<file path="config.mk">
export PLATFORM = sky130hd
export DESIGN_NAME = uart_tx_drain
export DESIGN_NICKNAME = d
export VERILOG_FILES = /design/src/rtl/uart_tx_drain.sv
export SDC_FILE = /design/constraint.sdc
export NUM_CORES = 1
export LEC_CHECK = 0
export BUFFER_PORTS_ARGS = -buffer_cell sky130_fd_sc_hd__buf_4
export CAP_MARGIN = 20
export CORE_MARGIN = 2
export CORE_UTILIZATION = 43
export DETAILED_ROUTE_END_ITERATION = 10
export GPL_TIMING_DRIVEN = 0
export MAX_ROUTING_LAYER = met4
export PLACE_DENSITY = 0.66
export SKIP_LAST_GASP = 1
export SYNTH_ARGS = -nofsm -noshare
export SYNTH_HDL_FRONTEND = slang
export SYNTH_SLANG_ARGS = --single-unit
</file>
<file path="constraint.sdc">
create_clock -name clk -period 3 [get_ports clk]
set_input_delay 0.3 -clock clk [delete_from_list [all_inputs] [get_ports clk]]
set_output_delay 0.3 -clock clk [all_outputs]
set_load 0.02 [all_outputs]
</file>
<file path="src/rtl/uart_tx_drain.sv">
// UART transmitter that pops bytes from an upstream queue and sends 8 data bits, LSB first.
// Optional even-parity bit enabled by defining UART_TX_PARITY_EN.
module uart_tx_drain #(
    parameter int CLKS_PER_BIT = 434
) (
    input  logic       clk,
    input  logic       rst,
    input  logic       q_avail,
    output logic       q_re,
    input  logic [7:0] q_data,
    output logic       tx,
    output logic       busy
);

    typedef enum logic [2:0] {
        IDLE   = 3'd0,
        FETCH  = 3'd1,
        START  = 3'd2,
        DATA   = 3'd3,
`ifdef UART_TX_PARITY_EN
        PARITY = 3'd4,
`endif
        STOP   = 3'd5
    } state_t;

    localparam logic [15:0] BAUD_LAST = 16'(CLKS_PER_BIT - 1);

`ifdef UART_TX_PARITY_EN
    function automatic logic even_parity(input logic [7:0] d);
        return ^d;
    endfunction
`endif

    state_t      state_r;
    state_t      state_s;
    logic [15:0] baud_r;
    logic [15:0] baud_s;
    logic [2:0]  bit_r;
    logic [2:0]  bit_s;
    logic [2:0]  bit_inc_s;
    logic [7:0]  shift_r;
    logic [7:0]  shift_s;
    logic        tx_r;
    logic        tx_s;
    logic        busy_r;
    logic        q_re_s;
    logic        baud_end_s;

    assign bit_inc_s  = bit_r + 3'd1;
    assign baud_end_s = (baud_r == BAUD_LAST);

    // Next-state, counters and the value tx will take after the coming edge
    always_comb begin
        state_s = state_r;
        baud_s  = baud_r + 16'd1;
        bit_s   = bit_r;
        shift_s = shift_r;
        tx_s    = tx_r;
        q_re_s  = 1'b0;
        case (state_r)
            IDLE: begin
                baud_s = 16'd0;
                tx_s   = 1'b1;
                // Pop is decoded combinationally so a waiting byte is taken in the very first IDLE cycle
                if (q_avail && !rst) begin
                    q_re_s  = 1'b1;
                    state_s = FETCH;
                end else begin
                    state_s = IDLE;
                end
            end
            FETCH: begin
                shift_s = q_data;
                baud_s  = 16'd0;
                tx_s    = 1'b0;
                state_s = START;
            end
            START: begin
                if (baud_end_s) begin
                    baud_s  = 16'd0;
                    bit_s   = 3'd0;
                    tx_s    = shift_r[0];
                    state_s = DATA;
                end else begin
                    tx_s = 1'b0;
                end
            end
            DATA: begin
                if (baud_end_s) begin
                    baud_s = 16'd0;
                    if (bit_r == 3'd7) begin
                        bit_s = 3'd0;
`ifdef UART_TX_PARITY_EN
                        tx_s    = even_parity(shift_r);
                        state_s = PARITY;
`else
                        tx_s    = 1'b1;
                        state_s = STOP;
`endif
                    end else begin
                        bit_s = bit_inc_s;
                        tx_s  = shift_r[bit_inc_s];
                    end
                end else begin
                    tx_s = shift_r[bit_r];
                end
            end
`ifdef UART_TX_PARITY_EN
            PARITY: begin
                if (baud_end_s) begin
                    baud_s  = 16'd0;
                    tx_s    = 1'b1;
                    state_s = STOP;
                end else begin
                    tx_s = even_parity(shift_r);
                end
            end
`endif
            STOP: begin
                if (baud_end_s) begin
                    baud_s  = 16'd0;
                    state_s = IDLE;
                end else begin
                    state_s = STOP;
                end
                tx_s = 1'b1;
            end
            default: begin
                state_s = IDLE;
                baud_s  = 16'd0;
                bit_s   = 3'd0;
                tx_s    = 1'b1;
            end
        endcase
    end

    // State, counters, shift register and registered outputs
    always_ff @(posedge clk) begin
        if (rst) begin
            state_r <= IDLE;
            baud_r  <= 16'd0;
            bit_r   <= 3'd0;
            shift_r <= 8'd0;
            tx_r    <= 1'b1;
            busy_r  <= 1'b0;
        end else begin
            state_r <= state_s;
            baud_r  <= baud_s;
            bit_r   <= bit_s;
            shift_r <= shift_s;
            tx_r    <= tx_s;
            busy_r  <= (state_s != IDLE);
        end
    end

    assign q_re = q_re_s;
    assign tx   = tx_r;
    assign busy = busy_r;

endmodule

</file>
Yosys cells after proc, flatten, opt, wreduce, memory -nomap -nowiden
Index checks and enable logic that the tools add are counted.
- add/subtract/negate cells: 2
- order comparisons: 2
- eq/ne operators: 8
- mux-type cells: 20
- bitwise operators: 2
- reductions and logical operators: 8
- operators with widths (cell ; number):
    2-to-1 mux 3 bit ; 7
    adder 16 x 1 -> 16 bit, second input constant ; 1
    == test 16 x 9 -> 1 bit, second input constant ; 1
    case mux 3 bit (5 select lines) ; 1
    case mux 3 bit (3 select lines) ; 1
    OR reduction 3 bit ; 3
    < comparator 3 x 4 -> 1 bit, second input constant ; 2
    2-to-1 mux 1 bit ; 8
    binary-select mux 1 bit (select 3 bit) ; 2
    == test 3 x 2 -> 1 bit, second input constant ; 2
    == test 3 bit, second input constant ; 2
    != test 2 bit, second input constant ; 2
    adder 3 x 1 -> 3 bit, second input constant ; 1
    == test 3 x 1 -> 1 bit, second input constant ; 1
    zero test 3 bit ; 1
    case mux 1 bit (3 select lines) ; 1
    AND reduction 3 bit ; 1
    nonzero test 3 bit ; 1
    inverter 1 bit ; 2
    logical AND 1 bit ; 1
    zero test 1 bit ; 1
- register bits: 32
- input bits: 11
- output and inout port bits: 3
- logic and storage cells: 48

Longest topological paths before layout
- depth in word-level cells: 6
- gate-level depth with buffers: 8
- mapped depth without buffers: 7

Worst setup path before layout
OpenSTA, ideal clock, no wires.
- path kind: register to register
- start: register bit_r[0]
- end: register tx_r, in the netlist tx
- library setup time: 0.134 ns
- data arrival time: 2.118 ns
- data required time: 2.866 ns
- path slack: 0.747 ns
- cell stages (with the launch flop): 6
- path buffers: 0
- period minus slack after synthesis: 2.253 ns
- cell sequence: dfxtp_1 -> ha_1 -> mux4_4 -> a211oi_1 -> a211oi_1 -> or4_1
- longest elaborated chain between the ends: 6
- elaborated cells on any way between the ends: 9
- classes of those cells: add/sub (1); eq/ne (1); mux (7)
- ends and longest elaborated chain (what ; RTL line ; RTL):
    start, declared ; 38 ; logic [2:0] bit_r;
    start signal, assigned ; 149 ; bit_r <= bit_s;
    adder 3 x 1 -> 3 bit ; 49 ; assign bit_inc_s = bit_r + 3'd1;
    binary-select mux 1 bit (select 3 bit) ; 102 ; tx_s = shift_r[bit_inc_s];
    2-to-1 mux 1 bit (implied by the code) ; 102 ;
    2-to-1 mux 1 bit ; 91 ; if (bit_r == 3'd7) begin
    2-to-1 mux 1 bit * ; 89 ; if (baud_end_s) begin
    case mux 1 bit (3 select lines) * ; 60 ; case (state_r)
    end signal, assigned ; 151 ; tx_r <= tx_s;
    end, declared ; 43 ; logic tx_r;
Every way passes the cells marked *; elsewhere a longest branch is shown, timed or not. The select of a mux whose other input is x is not followed.
A chain may end at the register's enable or synchronous reset.

Worst setup path after layout
Same ends and word-level chain as after synthesis.

==> metrics.txt <==
Num CTS Buffers=5; fin crit period=2360 ps; H-Tree Depth=2; EDFF count, synth=0; Hold-fix buffers, CTS=0; # DRC=0; Avg Inst Size Synth=between 9 and 10 um^2; Rel. slew slack=0.456; commonest non-fill, non-tap cell in the layout=dfxtp_1; DIE WIDTH=~64 um; largest net degree at the start of global routing=11; post-CTS resize count=0; final WL=about 2800 um; Die ar.=a little over 4000 um^2; Clock Skews=10.6 ps; total gr overflow=0; Area Overhead vs Synth=12.6%; first-pass GRT wire length=approximately 4900 um; Area contributors post-synth=dfxtp_1 41%, mux2i_1 7.1%, nor2_1 7.1%; leading area contributor after synthesis=dfxtp_1; Mapped Nets=around 170; critical setup path kind=reg -> reg; Placer Congestion=approximately 0.76; Hold Fails Final Rpt=0; remaining antenna violation count after routing=0; clk slew on worst S/H paths=90 ps; final-stage net count=~190; min-delay worst type=in -> reg; #FFs+latches synth=32; ant diodes=0; area share of the largest cell type after synthesis=0.415; share of post-route cells with drive strength above 1=0.185; clk_lat worst skew=around 330 ps; mapped cell area=roughly 1500 um^2; Synth Area in Simple Gates=0.266; multiplexer area fraction after synthesis=0.133; initial antenna violation count=0; Max Buffers Root-to-Sink=2; Worst-Margin Slew=approximately 800 ps; Initial Util=0.456; CP required=3210 ps; dpl cell area=around 1700 um^2; dpl hpwl=2150 um; Synth Instances=around 160; data arrival time of the critical path=around 2600 ps; top_reg_cell synth=dfxtp_1; WL/cell=12.5 um; outcome=finished clean; DRT iter0 DRCs=49; setup TNS=0 ps; nature of the critical path startpoint=register; CTS tree=done; core area=roughly 3400 um^2; die height=63.9 um; Achievable Freq=about 0.42 GHz; Final Cycle Share=0.787; total number of vias=1151; Post-Synth Adder-Cell Area=0.0324; worst-case vdd ir drop=around 0.25 mV; Setup Fix Bufs, Post-CTS=0; fill count=321; clock sinks=32; port bufs=12; Max FO, Critical Path=7; share of the synthesized netlist area taken by xor and xnor gates=0.0794; library cells used by synthesis=38; Seq/Total Area, Yosys=0.415; GRT Util Overall=0.163; Lkg Pwr=about 0.6 nW; DR pass1 iterations=4; Clock Tree Root=clkbuf_4; vias per std cell=about 5; max-slew violations=0; critical path endpoint category=register; most frequent cells in the layout=32 x dfxtp_1, 29 x nor2_1, 15 x buf_4; # rows=21; Ports=14; P per Cell Area=about 430 nW/um^2; final setup fails=0; RSZ-0062 raised after global routing=no; FFs w/ async S/R, synth=0; post-synthesis compound-gate area fraction=0.0446; max-cap viol count=0; largest family of logic cells by synthesized area=simple AND/OR/NAND/NOR gates; cell area after layout=~1700 um^2; yosys warns=0; number of global-route vias before repair=1161
-- flip-flops by register name (all words and copies together) (netlist names) --
name / count
state_r: 3
bit_r: 3
tx: 1
busy: 1
baud_r: 16
shift_r: 8
-- power breakdown --
| group | switching (mW) | internal [mW] | leakage, nW |
|---|---|---|---|
| Clock | 0.138 | 0.0862 | 0.0281 |
| Combinational | 0.0330 | 0.0379 | 0.314 |
| Sequential | 0.00885 | 0.436 | 0.259 |
-- layout make-up --
cell class	count	area [um^2]	share of cell area
inverter	3	11.3	0.00648
clock buffer	6	41.3	0.0238
multi-input combinational	118	857	0.493
clock inverter	1	5.00	0.00288
sequential	32	641	0.369
buffer	6	35.0	0.0202
timing repair buffer	12	90.1	0.0518
tap	46	57.6	0.0331
-- synth_stat cells (4+ instances only) --
cell type / instances
nand3_1: 7
ha_1: 4
nor2_1: 29
nor2b_1: 4
xor2_1: 6
nand2_1: 6
xnor2_1: 8
dfxtp_1: 32
or4_1: 4
mux2i_1: 11
-- critical path: stages (launching register included) --
cell	delay [ps]
dfxtp_1	390
ha_1	390
mux4_4	640
a211oi_1	240
a211oi_1	90
or4_1	490
-- final timing paths --
path	from	to	slack (ps)	depth (start not counted)
min reg2reg	baud_r[0]$_SDFF_PP0_	baud_r[0]$_SDFF_PP0_	490	1
min	rst	state_r[0]$_SDFF_PP0_	190	2
max	bit_r[0]$_SDFFE_PP0P_	tx$_SDFF_PP1_	640	5
max reg2reg	bit_r[0]$_SDFFE_PP0P_	tx$_SDFF_PP1_	640	5
-- cell families after synthesis --
group | after synthesis
DFF | 32
adders and majority gates | 4
AOI/OAI and AO/OA | 11
muxes | 15
buffers and inverters | 9
and+or+nand+nor | 74
xor gates and xnor gates | 14
-- per-stage QoR --
stage / cells / total power, mW / setup slack [ps] / utilization / hold WS, ps
floorplan: 159 / 0.502 / 747 / - / 445
global placement: 217 / 0.525 / 651 / 0.499 / 462
detailed placement: 217 / 0.527 / 621 / 0.499 / 487
CTS: 224 / 0.753 / 621 / 0.513 / 179
global route: 224 / 0.779 / 485 / 0.513 / 195
finish: 224 / 0.741 / 638 / 0.513 / 193
-- metal layers --
layer,global-route usage,vias up,wire (um)
met5,-,-,0
li1,-,590,-
met4,0.0652,0,57
met1,0.165,543,1200
met3,0.0581,5,99
met2,0.284,13,1430
Note: power is estimated with default switching activity, not from simulation.
